### config.mk
export PLATFORM = sky130hd
export DESIGN_NAME = mem_stage
export DESIGN_NICKNAME = d
export VERILOG_FILES = /design/src/rtl/mem_stage_pkg.sv /design/src/rtl/mem_stage_load_ext.sv /design/src/rtl/mem_stage.sv
export SDC_FILE = /design/constraint.sdc
export NUM_CORES = 1
export LEC_CHECK = 0
export ABC_AREA = 1
export BUFFER_PORTS_ARGS = -buffer_cell sky130_fd_sc_hd__clkbuf_2
export CAP_MARGIN = 20
export CORE_MARGIN = 4
export CORE_UTILIZATION = 24
export DETAILED_ROUTE_END_ITERATION = 10
export SETUP_SLACK_MARGIN = 0.05
export SLEW_MARGIN = 20
export SYNTH_ARGS = -nofsm -noshare
export SYNTH_HDL_FRONTEND = slang
export SYNTH_SLANG_ARGS = --single-unit
export TNS_END_PERCENT = 100
### constraint.sdc
create_clock -name clk -period 3.21 [get_ports clk]
set_input_delay 0.4815 -clock clk [delete_from_list [all_inputs] [get_ports clk]]
set_output_delay 0.4815 -clock clk [all_outputs]
set_load 0.03 [all_outputs]
### src/rtl/mem_stage_pkg.sv
// Shared definitions for the MEM stage: memory op codes, bus widths and
// small decode helpers used by the stage and its load extender.
package mem_stage_pkg;

  localparam int MEM_OP_W   = 4;
  localparam int REG_BUS_W  = 32;
  localparam int REG_ADDR_W = 5;

  localparam logic TRUE_V  = 1'b1;
  localparam logic FALSE_V = 1'b0;
  localparam logic [REG_BUS_W-1:0] ZERO_WORD = 32'h0000_0000;

  localparam logic [MEM_OP_W-1:0] MEM_NOP = 4'd0;
  localparam logic [MEM_OP_W-1:0] MEM_LB  = 4'd1;
  localparam logic [MEM_OP_W-1:0] MEM_LH  = 4'd2;
  localparam logic [MEM_OP_W-1:0] MEM_LW  = 4'd3;
  localparam logic [MEM_OP_W-1:0] MEM_LBU = 4'd4;
  localparam logic [MEM_OP_W-1:0] MEM_LHU = 4'd5;
  localparam logic [MEM_OP_W-1:0] MEM_SB  = 4'd6;
  localparam logic [MEM_OP_W-1:0] MEM_SH  = 4'd7;
  localparam logic [MEM_OP_W-1:0] MEM_SW  = 4'd8;

  typedef enum logic [1:0] {
    ST_IDLE = 2'd0,
    ST_BUSY = 2'd1,
    ST_DONE = 2'd2
  } state_e;

  function automatic logic is_load(input logic [MEM_OP_W-1:0] op);
    logic r;
    case (op)
      MEM_LB, MEM_LH, MEM_LW, MEM_LBU, MEM_LHU: r = TRUE_V;
      default:                                  r = FALSE_V;
    endcase
    return r;
  endfunction

  function automatic logic is_store(input logic [MEM_OP_W-1:0] op);
    logic r;
    case (op)
      MEM_SB, MEM_SH, MEM_SW: r = TRUE_V;
      default:                r = FALSE_V;
    endcase
    return r;
  endfunction

  // Codes 9..15 fall through to "not a memory op".
  function automatic logic is_mem_op(input logic [MEM_OP_W-1:0] op);
    return is_load(op) | is_store(op);
  endfunction

  // Index of the final byte of the transfer (N-1).
  function automatic logic [1:0] last_byte(input logic [MEM_OP_W-1:0] op);
    logic [1:0] r;
    case (op)
      MEM_LH, MEM_LHU, MEM_SH: r = 2'd1;
      MEM_LW, MEM_SW:          r = 2'd3;
      default:                 r = 2'd0;
    endcase
    return r;
  endfunction

endpackage

### src/rtl/mem_stage_load_ext.sv
// Combinational load extender: turns the little-endian byte buffer into the
// architectural load result for the given op.
module mem_stage_load_ext
  import mem_stage_pkg::*;
(
  input  logic [REG_BUS_W-1:0] buf_in,
  input  logic [MEM_OP_W-1:0]  mem_op,
  output logic [REG_BUS_W-1:0] wdata
);

  // Sign/zero extension selected by op
  always_comb begin
    wdata = ZERO_WORD;
    case (mem_op)
      MEM_LB:  wdata = {{24{buf_in[7]}}, buf_in[7:0]};
      MEM_LBU: wdata = {24'h00_0000, buf_in[7:0]};
      MEM_LH:  wdata = {{16{buf_in[15]}}, buf_in[15:0]};
      MEM_LHU: wdata = {16'h0000, buf_in[15:0]};
      MEM_LW:  wdata = buf_in;
      default: wdata = ZERO_WORD;
    endcase
  end

endmodule

### src/rtl/mem_stage.sv
// MEM pipeline stage: passes ALU results through and serialises loads/stores
// into byte transfers on the 8-bit memory-controller port.
module mem_stage
  import mem_stage_pkg::*;
#(
  parameter int ADDR_W = 32
) (
  input  logic                  clk,
  input  logic                  rst,
  input  logic                  rdy,
  input  logic                  we_in,
  input  logic [REG_ADDR_W-1:0] waddr_in,
  input  logic [REG_BUS_W-1:0]  wdata_in,
  input  logic [MEM_OP_W-1:0]   mem_op,
  input  logic [31:0]           mem_addr,
  input  logic [31:0]           store_data,
  output logic                  we_out,
  output logic [REG_ADDR_W-1:0] waddr_out,
  output logic [REG_BUS_W-1:0]  wdata_out,
  output logic                  stall_req,
  output logic                  mc_req,
  output logic                  mc_wr,
  output logic [ADDR_W-1:0]     mc_addr,
  output logic [7:0]            mc_wdata,
  input  logic                  mc_ack,
  input  logic [7:0]            mc_rdata
);

  state_e               state_q, state_d;
  logic [1:0]           k_q, k_d;
  logic [REG_BUS_W-1:0] buf_q, buf_d;

  logic [31:0]          byte_addr_s;
  logic [7:0]           store_byte_s;
  logic [REG_BUS_W-1:0] ext_data_s;
  logic                 last_s;

  assign byte_addr_s  = mem_addr + {30'd0, k_q};
  assign store_byte_s = store_data[{k_q, 3'b000} +: 8];
  assign last_s       = (k_q == last_byte(mem_op));

  mem_stage_load_ext u_load_ext (
    .buf_in (buf_q),
    .mem_op (mem_op),
    .wdata  (ext_data_s)
  );

  // State, byte counter and load buffer registers
  always_ff @(posedge clk or negedge rst) begin
    if (!rst) begin
      state_q <= ST_IDLE;
      k_q     <= 2'd0;
      buf_q   <= ZERO_WORD;
    end else begin
      state_q <= state_d;
      k_q     <= k_d;
      buf_q   <= buf_d;
    end
  end

  // Next-state logic; rdy low freezes everything, including ack acceptance
  always_comb begin
    state_d = state_q;
    k_d     = k_q;
    buf_d   = buf_q;
    if (rdy) begin
      case (state_q)
        ST_IDLE: begin
          if (is_mem_op(mem_op)) begin
            state_d = ST_BUSY;
            k_d     = 2'd0;
            buf_d   = ZERO_WORD;
          end else begin
            state_d = ST_IDLE;
          end
        end
        ST_BUSY: begin
          if (mc_ack) begin
            if (is_load(mem_op)) begin
              buf_d[{k_q, 3'b000} +: 8] = mc_rdata;
            end else begin
              buf_d = buf_q;
            end
            if (last_s) begin
              state_d = ST_DONE;
              k_d     = 2'd0;
            end else begin
              k_d = k_q + 2'd1;
            end
          end else begin
            state_d = ST_BUSY;
          end
        end
        ST_DONE: state_d = ST_IDLE;
        default: state_d = ST_IDLE;
      endcase
    end else begin
      state_d = state_q;
    end
  end

  // Output decode; everything is held low while reset is asserted
  always_comb begin
    we_out    = FALSE_V;
    waddr_out = 5'd0;
    wdata_out = ZERO_WORD;
    stall_req = FALSE_V;
    mc_req    = FALSE_V;
    mc_wr     = FALSE_V;
    mc_addr   = {ADDR_W{1'b0}};
    mc_wdata  = 8'h00;
    if (!rst) begin
      we_out = FALSE_V;
    end else begin
      case (state_q)
        ST_IDLE: begin
          waddr_out = waddr_in;
          if (is_mem_op(mem_op)) begin
            stall_req = TRUE_V;
          end else begin
            we_out    = we_in;
            wdata_out = wdata_in;
          end
        end
        ST_BUSY: begin
          stall_req = TRUE_V;
          waddr_out = waddr_in;
          mc_req    = rdy;
          mc_wr     = rdy & is_store(mem_op);
          mc_addr   = byte_addr_s[ADDR_W-1:0];
          if (is_store(mem_op)) begin
            mc_wdata = store_byte_s;
          end else begin
            mc_wdata = 8'h00;
          end
        end
        ST_DONE: begin
          waddr_out = waddr_in;
          if (is_load(mem_op)) begin
            we_out    = we_in;
            wdata_out = ext_data_s;
          end else begin
            we_out    = FALSE_V;
            wdata_out = ZERO_WORD;
          end
        end
        default: we_out = FALSE_V;
      endcase
    end
  end

endmodule

==> parameters.txt <==
Parameter                              Value

Route
  Vias after detailed routing ... 4982
  Violation count after the first detailed-routing iteration ... 233
  Number of nets still failing antenna checks after routing ... 0
  Post-Route WL ... 15100 um
  Final routed wire length divided by cell count ... 13.5 um
  Detailed-route vias per instance ... 4.47
  Total iterations of the first detailed-routing run ... 4
  Residual DRC ... 0

Global route
  Grt total ovfl ... 0
  First-pass GRT wire length ... 24300 um
  Vias in the first global route ... 4757
  GR Util All Layers ... 0.149
  Pin count of the biggest net entering global routing ... 38
  Number of antenna violations at the first check in global routing ... 0

Setup path
  Worst setup EP type ... output pin
  Largest stage delay, worst path ... 0.42 ns
  Endpoint arrival time on the critical path ... 2.39 ns
  Peak fanout along the critical path ... 5
  Chain of cells forming the critical path ... ha_1, nand2_1, nand2_1, nand2_1, nor2_1, inv_1, nor2_1, nand3_1, nand2_1, nand2_1, nor2_1, clkbuf_2
  Dominant cell type by count on the critical path ... nand2_1
  Worst Path Class, Setup ... flop to output pin
  Master of the slowest instance on the critical path ... dfrtp_1
  Start point of the critical path ... k_q[1]$_DFFE_PN0P_
  Crit path launch type ... flop
  Reg-to-reg critical path startpoint ... k_q[0]$_DFFE_PN0P_
  Worst EP required ... 2.73 ns

STA
  Final Slew Violations ... 0
  Sum of negative setup slack ... 0 ns
  Clk_skew ... 0.00282 ns
  Maximum clock rate ... 348 MHz
  Slew HR ... 0.589
  Number of failing setup endpoints in the final timing report ... 0
  Final Hold Vio Count ... 0
  Unrepaired setup endpoints after global routing ... false
  Clock period minus worst slack ... 2.87 ns
  Worst-margin pin slew ... 0.610 ns
  Share of the cycle needed by the critical path after routing ... 0.896
  Final worst slack ... 0.335 ns

Layout
  Number of antenna cells inserted ... 0
  Area growth, synth to finish ... 32.2%
  Layout cells sized above 1 ... 0.323
  Number of nets in the final layout ... 1014

Clock network
  CTS clk-pin slew, worst paths ... 0.06 ns
  Clk buf depth ... 2
  Number of buffers created by CTS ... 5
  Insertion delay to the later sink of the worst-skew pair ... 0.28 ns
  Count of hold buffers inserted by post-cts repair ... 0
  CTS H-tree lvls ... 2
  Root buffer cell ... clkbuf_16
  CTS sink count ... 36
  CTS tree ... yes

Yosys
  Synth top area cells ... dfrtp_1, nand2_1, nor2_1
  Share of the yosys chip area belonging to registers ... 0.215
  Cell type with the highest aggregate area in the netlist ... dfrtp_1
  Number of enable flip-flop cells after synthesis ... 0
  Most common flop cell mapped by yosys ... dfrtp_1
  Synthesized net count ... 824
  Flop and latch count out of synthesis ... 36
  Synthesized cell area ... 4190 um^2
  Per-instance average area after synthesis ... 5.99 um^2
  Post-synthesis instance total ... 699
  Number of distinct library cells after synthesis ... 42
  Warnings, synthesis ... 0
  Synth async-reset ratio ... 1.00
  Yosys top cell area share ... 0.215

Placement
  HPWL reported at the end of detailed placement ... 12400 um
  Port Buffer Count ... 198
  RD Place Congestion ... 0.936
  Pre-CTS setup slack ... 0.292 ns

Run
  Number of max-cap violations ... 0

Floorplan
  Die extent in x ... 140 um
  Die ar. ... 19600 um^2
  Area of the core region ... 17200 um^2
  # rows ... 48
  Starting density of the core ... 0.244
  Number of top-level design ports ... 199
  Height of the die ... 140 um

Power and ir drop
  Leakage power ... 2.66 nW
  Max VDD drop ... 0.184 mV
  Ratio of total power to cell area ... 480 nW/um^2
  Overall power consumption ... 2.66 mW

Run status
  Status ... finished, final reports clean

Hold path
  Worst hold path type ... primary input to asynchronous set/reset pin
-- worst paths after layout --
path,to,slack [ns],depth (start not counted)
min reg2reg,buf_q[15]$_DFFE_PN0P_,0.48,2
min,buf_q[10]$_DFFE_PN0P_,0.32,2
max reg2reg,buf_q[26]$_DFFE_PN0P_,0.91,7
max in group asynchronous,buf_q[6]$_DFFE_PN0P_,2.54,2
max,mc_addr[29],0.34,12
min in group clk,buf_q[7]$_DFFE_PN0P_,0.46,3
-- kinds of logic (layout without fill, tap and decap cells) --
| family | Yosys count | count (layout) | synth area share |
|---|---|---|---|
| and+or+nand+nor | 387 | 387 | 0.435 |
| AOI/OAI and AO/OA | 154 | 154 | 0.209 |
| buffers and inverters | 115 | 305 | 0.118 |
| DFF | 36 | 36 | 0.215 |
| adders and majority gates | 7 | 7 | 0.0227 |
-- critical path, delay by kind of cell (launching register included) --
family	cells	cell delay, ns
adders and majority gates	1	0.29
and+or+nand+nor	9	1.10
DFF	1	0.42
buffers and inverters	2	0.28
-- placed cells by master, fill, tap and decap left out, types with 2 or more instances in the layout --
master     synthesis  final
nand3_2            3      3
o21ai_2           25     25
or2_1              6      6
nand4_1            6      6
inv_2              2      2
nor2_1           110    109
o21ai_1            8      8
nor2_8             2      2
inv_4              2      2
dfrtp_1           36     36
a21oi_1           58     58
nor3_4             2      2
buf_4              3      9
nand3_1           34     34
nand3_4            3      3
ha_1               6      6
inv_1             85     85
clkbuf_16          0      5
nand2_2            9      9
or2_4              3      3
nor3_1            18     18
nor2_4             2      3
nand2_1          159    159
clkbuf_2           2    198
or2_2             11     11
o21ai_0           60     60
nand3b_1          10     10
nor2_2             4      4
-- state kept, by name, indices dropped and copies added, names as in the netlist --
register and cells:
state_q 2, buf_q 32, k_q 2
-- cell type report --
| cell class | instances | area (um^2) |
|---|---|---|
| clock inverter | 1 | 5.00 |
| clock buffer | 6 | 129 |
| sequential | 36 | 901 |
| tap | 225 | 282 |
| timing repair buffer | 208 | 1080 |
| inverter | 90 | 343 |
| multi-input combinational | 548 | 2800 |
| fill | 1958 | 11600 |
-- metal layers --
layer | GRT usage | share of wire | vias up | routed length, um
li1 | - | - | 2628 | -
met5 | 0 | 0 | - | 0
met1 | 0.205 | 0.47 | 2167 | 7150
met2 | 0.245 | 0.45 | 172 | 6720
met4 | 0.0326 | 0.013 | 0 | 200
met3 | 0.0283 | 0.066 | 15 | 997
-- stage by stage --
step	cells	util	hold WS (ns)	instance area [um^2]
global route	1114	0.323	0.360	5540
floorplan	699	-	0.186	4190
finish	1114	0.323	0.318	5540
detailed placement	1107	0.314	0.468	5400
global placement	1107	0.314	0.465	5400
CTS	1114	0.322	0.347	5530
-- cell usage after synthesis (3+ instances only) --
cell type	number
o21ai_0	60
clkbuf_1	13
ha_1	6
dfrtp_1	36
or2_1	6
nand4_1	6
buf_8	3
nand2_1	159
or2_4	3
nor2_1	110
o21ai_1	8
nand3b_1	10
nor3_1	18
nor2_2	4
inv_1	85
nand3_2	3
buf_4	3
nand3_4	3
o21ai_2	25
or2_2	11
nand2_2	9
a21oi_1	58
nand3_1	34
-- where the power goes --
part	internal, mW	switching (mW)	leakage, nW	total [mW]
combinational	0.480	1.13	2.09	1.61
clock	0.282	0.182	0.0667	0.464
sequential	0.517	0.0663	0.497	0.583
total	1.28	1.38	2.66	2.66
-- repair_timing --
action / in CTS / in global routing
endpoints found under the setup margin: 0 / 5
gates resized for setup: 0 / 2
setup buffers: 0 / 0
Power figures use the tool's default switching activity.
